## src/rtl/t08_lsu.sv

```systemverilog
// Multi-cycle load/store unit for the t08 CPU: one request at a time onto a
// word-aligned MMIO bus with byte enables, reporting busy/done/error.
module t08_lsu #(
  parameter int ADDR_W  = 32,
  parameter int TIMEOUT = 16
) (
  input  logic              clk,
  input  logic              nRst,
  input  logic              req_read,
  input  logic              req_write,
  input  logic [2:0]        func3,
  input  logic [ADDR_W-1:0] addr,
  input  logic [31:0]       store_data,
  output logic [31:0]       load_data,
  output logic              busy,
  output logic              done,
  output logic              error,
  output logic [ADDR_W-1:0] bus_addr,
  output logic [31:0]       bus_wdata,
  output logic [3:0]        bus_be,
  output logic              bus_read,
  output logic              bus_write,
  input  logic [31:0]       bus_rdata,
  input  logic              bus_ack
);

  localparam int CNT_W = (TIMEOUT > 1) ? $clog2(TIMEOUT) : 1;
  localparam bit TO_EN = (TIMEOUT != 0);
  localparam logic [CNT_W-1:0] CNT_LAST = CNT_W'(TIMEOUT - 1);

  typedef enum logic [1:0] {S_IDLE, S_WAIT, S_FIN, S_FAULT} state_t;

  state_t            state_reg, state_next;
  logic [CNT_W-1:0]  cnt_reg;
  logic [ADDR_W-1:0] bus_addr_reg;
  logic [31:0]       bus_wdata_reg;
  logic [3:0]        bus_be_reg;
  logic              dir_read_reg;
  logic [2:0]        func3_reg;
  logic [1:0]        offset_reg;
  logic [31:0]       load_data_reg;

  logic        func_ok, misalign, req_ok, accept, capture;
  logic [3:0]  sb_be, sh_be, st_be;
  logic [31:0] st_wdata;
  logic [7:0]  rbyte [4];
  logic [7:0]  lb_sel;
  logic [15:0] lh_sel;
  logic [31:0] ld_ext;

  genvar gi;
  generate
    for (gi = 0; gi < 4; gi++) begin : g_lane
      assign rbyte[gi] = bus_rdata[8*gi +: 8];
      assign sb_be[gi] = (addr[1:0] == 2'(gi));
      assign sh_be[gi] = (addr[1] == 1'(gi / 2));
    end
  endgenerate

  // Request legality: both lines high, bad width code or misalignment all fault.
  always_comb begin
    func_ok  = req_read ? (func3 inside {3'd0, 3'd1, 3'd2, 3'd4, 3'd5}) : (func3 <= 3'd2);
    misalign = ((func3[1:0] == 2'd1) && addr[0]) ||
               ((func3[1:0] == 2'd2) && (addr[1:0] != 2'b00));
    req_ok   = (req_read ^ req_write) && func_ok && !misalign;
  end

  always_comb begin
    st_be    = 4'b1111;
    st_wdata = store_data;
    case (func3[1:0])
      2'd0: begin
        st_be    = sb_be;
        st_wdata = {4{store_data[7:0]}};
      end
      2'd1: begin
        st_be    = sh_be;
        st_wdata = {2{store_data[15:0]}};
      end
      default: ;
    endcase
  end

  always_comb begin
    lb_sel = rbyte[offset_reg];
    lh_sel = offset_reg[1] ? bus_rdata[31:16] : bus_rdata[15:0];
    case (func3_reg)
      3'd0:    ld_ext = {{24{lb_sel[7]}}, lb_sel};
      3'd1:    ld_ext = {{16{lh_sel[15]}}, lh_sel};
      3'd4:    ld_ext = {24'd0, lb_sel};
      3'd5:    ld_ext = {16'd0, lh_sel};
      default: ld_ext = bus_rdata;
    endcase
  end

  always_ff @(posedge clk or negedge nRst) begin
    if (!nRst) begin
      state_reg <= S_IDLE;
    end else begin
      state_reg <= state_next;
    end
  end

  // FIN/FAULT decode requests like IDLE so a held request is taken on the exit edge.
  always_comb begin
    state_next = state_reg;
    accept     = 1'b0;
    capture    = 1'b0;
    case (state_reg)
      S_WAIT: begin
        if (bus_ack) begin
          state_next = S_FIN;
          capture    = dir_read_reg;
        end else if (TO_EN && (cnt_reg == CNT_LAST)) begin
          state_next = S_FAULT;
        end
      end
      default: begin
        state_next = S_IDLE;
        if (req_read || req_write) begin
          accept     = 1'b1;
          state_next = req_ok ? S_WAIT : S_FAULT;
        end
      end
    endcase
  end

  always_ff @(posedge clk or negedge nRst) begin
    if (!nRst) begin
      cnt_reg       <= '0;
      bus_addr_reg  <= '0;
      bus_wdata_reg <= '0;
      bus_be_reg    <= '0;
      dir_read_reg  <= 1'b0;
      func3_reg     <= '0;
      offset_reg    <= '0;
      load_data_reg <= '0;
    end else begin
      cnt_reg <= (state_reg == S_WAIT) ? cnt_reg + CNT_W'(1) : '0;
      if (accept && req_ok) begin
        bus_addr_reg  <= {addr[ADDR_W-1:2], 2'b00};
        bus_be_reg    <= req_read ? 4'b1111 : st_be;
        bus_wdata_reg <= st_wdata;
        dir_read_reg  <= req_read;
        func3_reg     <= func3;
        offset_reg    <= addr[1:0];
      end
      if (capture) begin
        load_data_reg <= ld_ext;
      end
    end
  end

  assign load_data = load_data_reg;
  assign busy      = (state_reg != S_IDLE);
  assign done      = (state_reg == S_FIN);
  assign error     = (state_reg == S_FAULT);
  assign bus_addr  = bus_addr_reg;
  assign bus_wdata = bus_wdata_reg;
  assign bus_be    = bus_be_reg;
  assign bus_read  = (state_reg == S_WAIT) &&  dir_read_reg;
  assign bus_write = (state_reg == S_WAIT) && !dir_read_reg;

endmodule

```

## config.mk

```make
export PLATFORM = sky130hd
export DESIGN_NAME = t08_lsu
export DESIGN_NICKNAME = d
export VERILOG_FILES = /design/src/rtl/t08_lsu.sv
export SDC_FILE = /design/constraint.sdc
export NUM_CORES = 1
export LEC_CHECK = 0
export CELL_PAD_IN_SITES_DETAIL_PLACEMENT = 0
export CELL_PAD_IN_SITES_GLOBAL_PLACEMENT = 1
export CORE_UTILIZATION = 33
export DETAILED_ROUTE_END_ITERATION = 6
export PLACE_DENSITY_LB_ADDON = 0.1
export SYNTH_ARGS = -nofsm -noshare
export SYNTH_HDL_FRONTEND = slang
export SYNTH_SLANG_ARGS = --single-unit
```

## constraint.sdc

```tcl
create_clock -name clk -period 2.7 [get_ports clk]
set_input_delay 0.54 -clock clk [delete_from_list [all_inputs] [get_ports clk]]
set_output_delay 0.54 -clock clk [all_outputs]
set_load 0.02 [all_outputs]
```

==> results of run 1 <==
-- final cells by class --
type / count / area, sq um
Fill cell: 1422 / 7447
Sequential cell: 110 / 2753
Multi-Input combinational cell: 320 / 2317
Timing Repair Buffer: 227 / 2242
Tap cell: 211 / 264.0
Clock buffer: 10 / 229.0
Clock inverter: 6 / 93.84
Inverter: 6 / 22.52
Antenna cell: 1 / 2.502
-- cell usage in the layout, fill, tap and decap left out, types with 2 or more instances in the layout --
cell             netlist  layout
o22a_1                 2       2
o21ai_0               17      17
a31oi_1               19      19
nor4b_1                2       2
nand2b_1               5       5
and2_1                 2       2
o221a_2                6       6
nand3_1               34      34
nor3_1                 7       7
clkbuf_16              0       9
nor2_1                18      17
buf_4                  2      20
mux2_2                61      61
a211oi_1               8       8
bufinv_16              0       2
clkinv_4               0       2
a21oi_1               16      16
nand2_1               47      47
clkdlybuf4s50_1        0     205
nor4bb_1               2       2
conb_1                 1       2
nor3b_1                8       8
buf_12                 0       2
mux2i_1               27      27
mux2_4                 4       4
or2_2                  7       7
ha_1                   2       2
inv_1                  6       6
nor2b_1                5       5
a22o_1                 5       5
dfrtp_1              110     110
-- power groups by stage --
stage	clock, mW	sequential, mW	combinational, mW
floorplan	0	3.70	1.40
global placement	0	2.95	4.21
detailed placement	0	2.98	4.22
CTS	1.51	2.97	4.24
global route	1.58	3.08	4.47
finish	1.46	2.96	4.19
-- kinds of logic after synthesis --
logic type,Yosys count,synth area share (%)
compound gates,80,10.38
xor+xnor,2,0.3335
fa+ha+maj,2,0.4762
buf+inv,43,3.620
flops,110,52.39
mux,92,19.36
other cells,1,0.07138
simple gates,142,13.36
-- worst max path at each step --
| stage | cells past startpoint | end |
|---|---|---|
| floorplan | 7 | bus_addr[27] |
| global placement | 8 | bus_wdata[13] |
| detailed placement | 8 | bus_wdata[6] |
| CTS | 3 | bus_read |
| global route | 3 | bus_read |
| finish | 3 | bus_read |
-- metal layers --
metal  wire length [um]  up-vias  global-route usage (%)  share of wire (%)
li1                   -     2099                       -                  -
met1               6916     2135                   25.91                 45
met2               6924      150                   30.12                 45
met3               1180       19                   6.845                7.7
met4                260        0                   6.436                1.7
met5                  0        -                       0                  0
==> summary.md, run 1 <==
| Metric | Value |
|---|---|
| CTS tree | done |
| Setup TNS | 0 ns |
| Clock root cell | clkbuf_16 |
| DIE AREA | 16430 sq um |
| Warnings, synthesis | 0 |
| Chip Width | 128.2 um |
| Hold Fails Final Rpt | 0 |
| Post-synth EDFFs | 0 |
| Leading post-synthesis cells by cell area | dfrtp_1 52%, mux2_2 13%, mux2i_1 5.1% |
| Setup CP Type | reg2out |
| Max Root-Sink Buffers | 2 |
| Arrival time at the worst endpoint | 1.80 ns |
| Synthesized area | 5254 sq um |
| Placed Area | 7599 sq um |
| CP cell instances | nand2b_1 > nor2_1 > clkdlybuf4s50_1 |
| Drt drc | 0 |
| Post-CTS Setup Bufs | 0 |
| Via Count | 4403 |
| First-pass GRT wire length | 24.81 mm |
| GRT Total Usage | 19.65% |
| Seq/Total Area, Yosys | 52.39% |
| CP max stage cell | clkdlybuf4s50_1 |
| Max cap viols | 0 |
| Worst slew pin tran | 0.5868 ns |
| Post-Syn Instances | 472 |
| Crit Path Max Fanout | 7 |
| Placer Congestion | 0.7894 |
| Hold_ws | 0.1383 ns |
| Final Cycle Share | 86.69% |
| Hold Crit Class | in2async |
| PwrDens | 1086 nW/um^2 |
| Kind of end point of the critical path | output pin |
| # hold bufs at CTS | 0 |
| Ys flop type | dfrtp_1 |
| Htree depth | 3 |
| Worst path top cell family by delay | buffers and inverters |
| Dpl hpwl | 11.29 mm |
| Gate power share | 48.7% |
| Netlist cell types | 44 |
| #FFs+latches synth | 110 |
| Via density | 4.942 |
| Setup WS post-layout | 0.3595 ns |
| Status | finished clean |
| Critical path's largest stage delay | 0.61 ns |
| Util after Layout | 51.55% |
| Top achievable clock speed | 0.4273 GHz |
| Area Growth Syn to Fin | 50.82% |
| Reg2reg setup slack | 0.72 ns |
| Switching Share | 37.03% |
| Final instance area | 7924 sq um |
| RSZ-0062 raised after global routing | false |
| Clock Skew | 0.007357 ns |
| Final Non-Filler Cells | 891 |
| Clock Power Share | 16.9% |
| Lkg Pwr | 3.329 nW |
| Number of top-level pins | 209 |
| Synth cell count leaders | 110 x dfrtp_1, 61 x mux2_2, 47 x nand2_1 |
| Die Span Y | 128.2 um |
| CTS buffer count | 9 |
| Total power | 8.604 mW |
| Critical R2R Launch | offset_reg[1] |
| Row Count | 45 |
| Post-route minimum period | 2.341 ns |
| Int Power | 5.417 mW |
| Number of global-route vias before repair | 4534 |
| Cell Count Post-Placement | 874 |
| Synth top area share | 52.39% |
| Total gr overflow | 0 |
| Worst Path Buf+Inv | 1 |
| Critical Path RT | 2.16 ns |
| Largest net degree at the start of global routing | 58 |
| Final ANT Viol Nets | 0 |
| Final setup violation count | 0 |
| Post-CTS Resized | 0 |
| Initial core utilization | 34.18% |
| Final net count | 780 |
| Core area | 15370 sq um |
| Pre-CTS WS | 0.1390 ns |
| Rel. slew slack | 60.88% |
| Drt pass-1 iters | 4 |
| Register-to-Register Path Depth | 4 |
| Port bufs | 206 |
| Worst setup path startpoint | state_reg[1] |
| Synth async-reset ratio | 100.0% |
| Final wirelength | 15.28 mm |
| Clock sink count | 110 |
| FF-to-FF End | load_data[17] |
| Worst-path clk slew | 0.07 ns |
| Share of cells above drive strength 1 | 17.38% |
| Mean Syn Cell Area | 11.13 sq um |
| Most numerous cell in the Yosys netlist | dfrtp_1 |
| Worst setup SP type | flip-flop |
| Synth area leader | dfrtp_1 |
| Clock Latency Late Sink | 0.35 ns |
| Worst vdd ir | 0.5918 mV |
| Max-slew violations | 0 |
| Iteration-0 DRC Markers | 169 |
| Sw power | 3.186 mW |
| Sequential Power Share | 34.4% |
| Per-cell routed wire length | 17.15 um |
| Initial antenna violation count | 1 |
Note: power is estimated with default switching activity, not from simulation.
==> run 2, diff against run 1 <==
--- a/config.mk
+++ b/config.mk
@@ -8,6 +8,7 @@
 export CELL_PAD_IN_SITES_DETAIL_PLACEMENT = 0
 export CELL_PAD_IN_SITES_GLOBAL_PLACEMENT = 1
 export CORE_UTILIZATION = 33
+export CTS_BUF_LIST = sky130_fd_sc_hd__clkbuf_16
 export DETAILED_ROUTE_END_ITERATION = 6
 export PLACE_DENSITY_LB_ADDON = 0.1
 export SYNTH_ARGS = -nofsm -noshare
==> constraint.sdc (replaced) <==
create_clock -name clk -period 2.65 [get_ports clk]
set_input_delay 0.53 -clock clk [delete_from_list [all_inputs] [get_ports clk]]
set_output_delay 0.53 -clock clk [all_outputs]
set_load 0.02 [all_outputs]
==> summary.md, run 2 (synthesis gave the netlist of run 1 again) <==
| Metric | Value |
|---|---|
| Status | finished clean |
| Placer Congestion | 0.7969 |
| Setup WS post-layout | 0.3053 ns |
| Row Count | 45 |
| Rel. slew slack | 62.02% |
| # diodes | 0 |
| Worst setup path startpoint | state_reg[1] |
| Post-route minimum period | 2.345 ns |
| Initial antenna violation count | 0 |
| CP max stage cell | clkdlybuf4s50_1 |
| Final setup violation count | 0 |
| Chip Width | 128.2 um |
| Total gr overflow | 0 |
| Via Count | 4339 |
| Clock Skew | 0.006251 ns |
| Commonest non-fill, non-tap cells in the layout | 205 x clkdlybuf4s50_1, 110 x dfrtp_1, 61 x mux2_2 |
| Worst setup SP type | flip-flop |
| CP cell instances | nand2b_1 > nor2_1 > clkdlybuf4s50_1 |
| Final net count | 782 |
| Fillers | 1398 |
| Max-slew violations | 0 |
| Largest net degree at the start of global routing | 58 |
| Final ANT Viol Nets | 0 |
| Drt drc | 0 |
| Max Root-Sink Buffers | 2 |
| Number of global-route vias before repair | 4579 |
| Critical path's largest stage delay | 0.62 ns |
| Per-cell routed wire length | 17.12 um |
| FF-to-FF End | load_data[18] |
| Htree depth | 3 |
| Critical R2R Launch | offset_reg[1] |
| Port bufs | 206 |
| Max cap viols | 0 |
| Final Cycle Share | 88.48% |
| PwrDens | 1102 nW/um^2 |
| Setup CP Type | reg2out |
| Area Growth Syn to Fin | 51.06% |
| Worst-path clk slew | 0.07 ns |
| CTS buffer count | 9 |
| Post-CTS Resized | 0 |
| Setup TNS | 0 ns |
| GRT Total Usage | 19.52% |
| Initial core utilization | 34.18% |
| Pre-CTS WS | 0.1574 ns |
| Clock root cell | clkbuf_16 |
| Kind of end point of the critical path | output pin |
| Iteration-0 DRC Markers | 133 |
| # hold bufs at CTS | 0 |
| Final wirelength | 15.25 mm |
| Crit Path Max Fanout | 7 |
| Core area | 15370 sq um |
| First-pass GRT wire length | 24.87 mm |
| Number of top-level pins | 209 |
| Critical Path RT | 2.12 ns |
| Top achievable clock speed | 0.4265 GHz |
| CP Capture Point | bus_read |
| RSZ-0062 raised after global routing | false |
| Hold Fails Final Rpt | 0 |
| Hold Crit Class | in2async |
| Worst slew pin tran | 0.5697 ns |
| Die Span Y | 128.2 um |
| Clock sink count | 110 |
| Register-to-Register Path Depth | 4 |
| Total power | 8.747 mW |
| Via density | 4.870 |
| Post-CTS Setup Bufs | 0 |
| Dpl hpwl | 11.31 mm |
| Reg2reg setup slack | 0.72 ns |
| Arrival time at the worst endpoint | 1.81 ns |
| DIE AREA | 16430 sq um |
| Lkg Pwr | 3.336 nW |
| CTS tree | done |
| Share of cells above drive strength 1 | 17.50% |
| Clock Latency Late Sink | 0.35 ns |
| Worst vdd ir | 0.6738 mV |
| Most common cell after layout, fill and taps aside | clkdlybuf4s50_1 |
| Drt pass-1 iters | 4 |
-- run 2: report_power, final --
part | switching, mW | total, mW | internal, mW | leakage (nW)
Sequential | 0.548 | 3.00 | 2.46 | 1.30
Combinational | 2.06 | 4.30 | 2.24 | 1.88
Clock | 0.623 | 1.45 | 0.823 | 0.149
-- run 2: critical path: cells and delay by family (launching register included) --
| family | cells | cell delay [ns] |
|---|---|---|
| buffers and inverters | 1 | 0.62 |
| AND/OR/NAND/NOR | 2 | 0.43 |
| flip-flops | 1 | 0.42 |
-- run 2: cell type report --
class	count	area (sq um)	area share [%]
Timing Repair Buffer	229	2270	28.60
Clock inverter	6	85.08	1.072
Sequential cell	110	2753	34.68
Tap cell	211	264.0	3.326
Clock buffer	9	225.2	2.838
Multi-Input combinational cell	320	2317	29.20
Inverter	6	22.52	0.2838
-- run 2: through the flow --
step,hold WS [ns],utilization [%],instances,cell area (sq um)
finish,0.1072,51.63,891,7936
global route,0.1287,51.63,891,7936
CTS,0.1196,51.63,891,7936
detailed placement,0.4564,49.61,876,7626
global placement,0.4448,49.61,876,7626
floorplan,0.2344,-,473,5258
-- run 2: routing by layer --
layer | part of all wire, % | vias up | GRT usage (%)
met4 | 1.4 | 0 | 5.536
li1 | - | 2085 | -
met5 | 0 | - | 0
met2 | 45 | 147 | 30.43
met1 | 46 | 2094 | 25.80
met3 | 7.7 | 13 | 6.511
-- run 2: worst min-delay path by stage --
stage               startpoint           end
floorplan                 nRst  bus_addr[10]
global placement    cnt_reg[0]    cnt_reg[0]
detailed placement  cnt_reg[0]    cnt_reg[0]
CTS                       nRst    cnt_reg[2]
global route              nRst    cnt_reg[2]
finish                    nRst    cnt_reg[2]
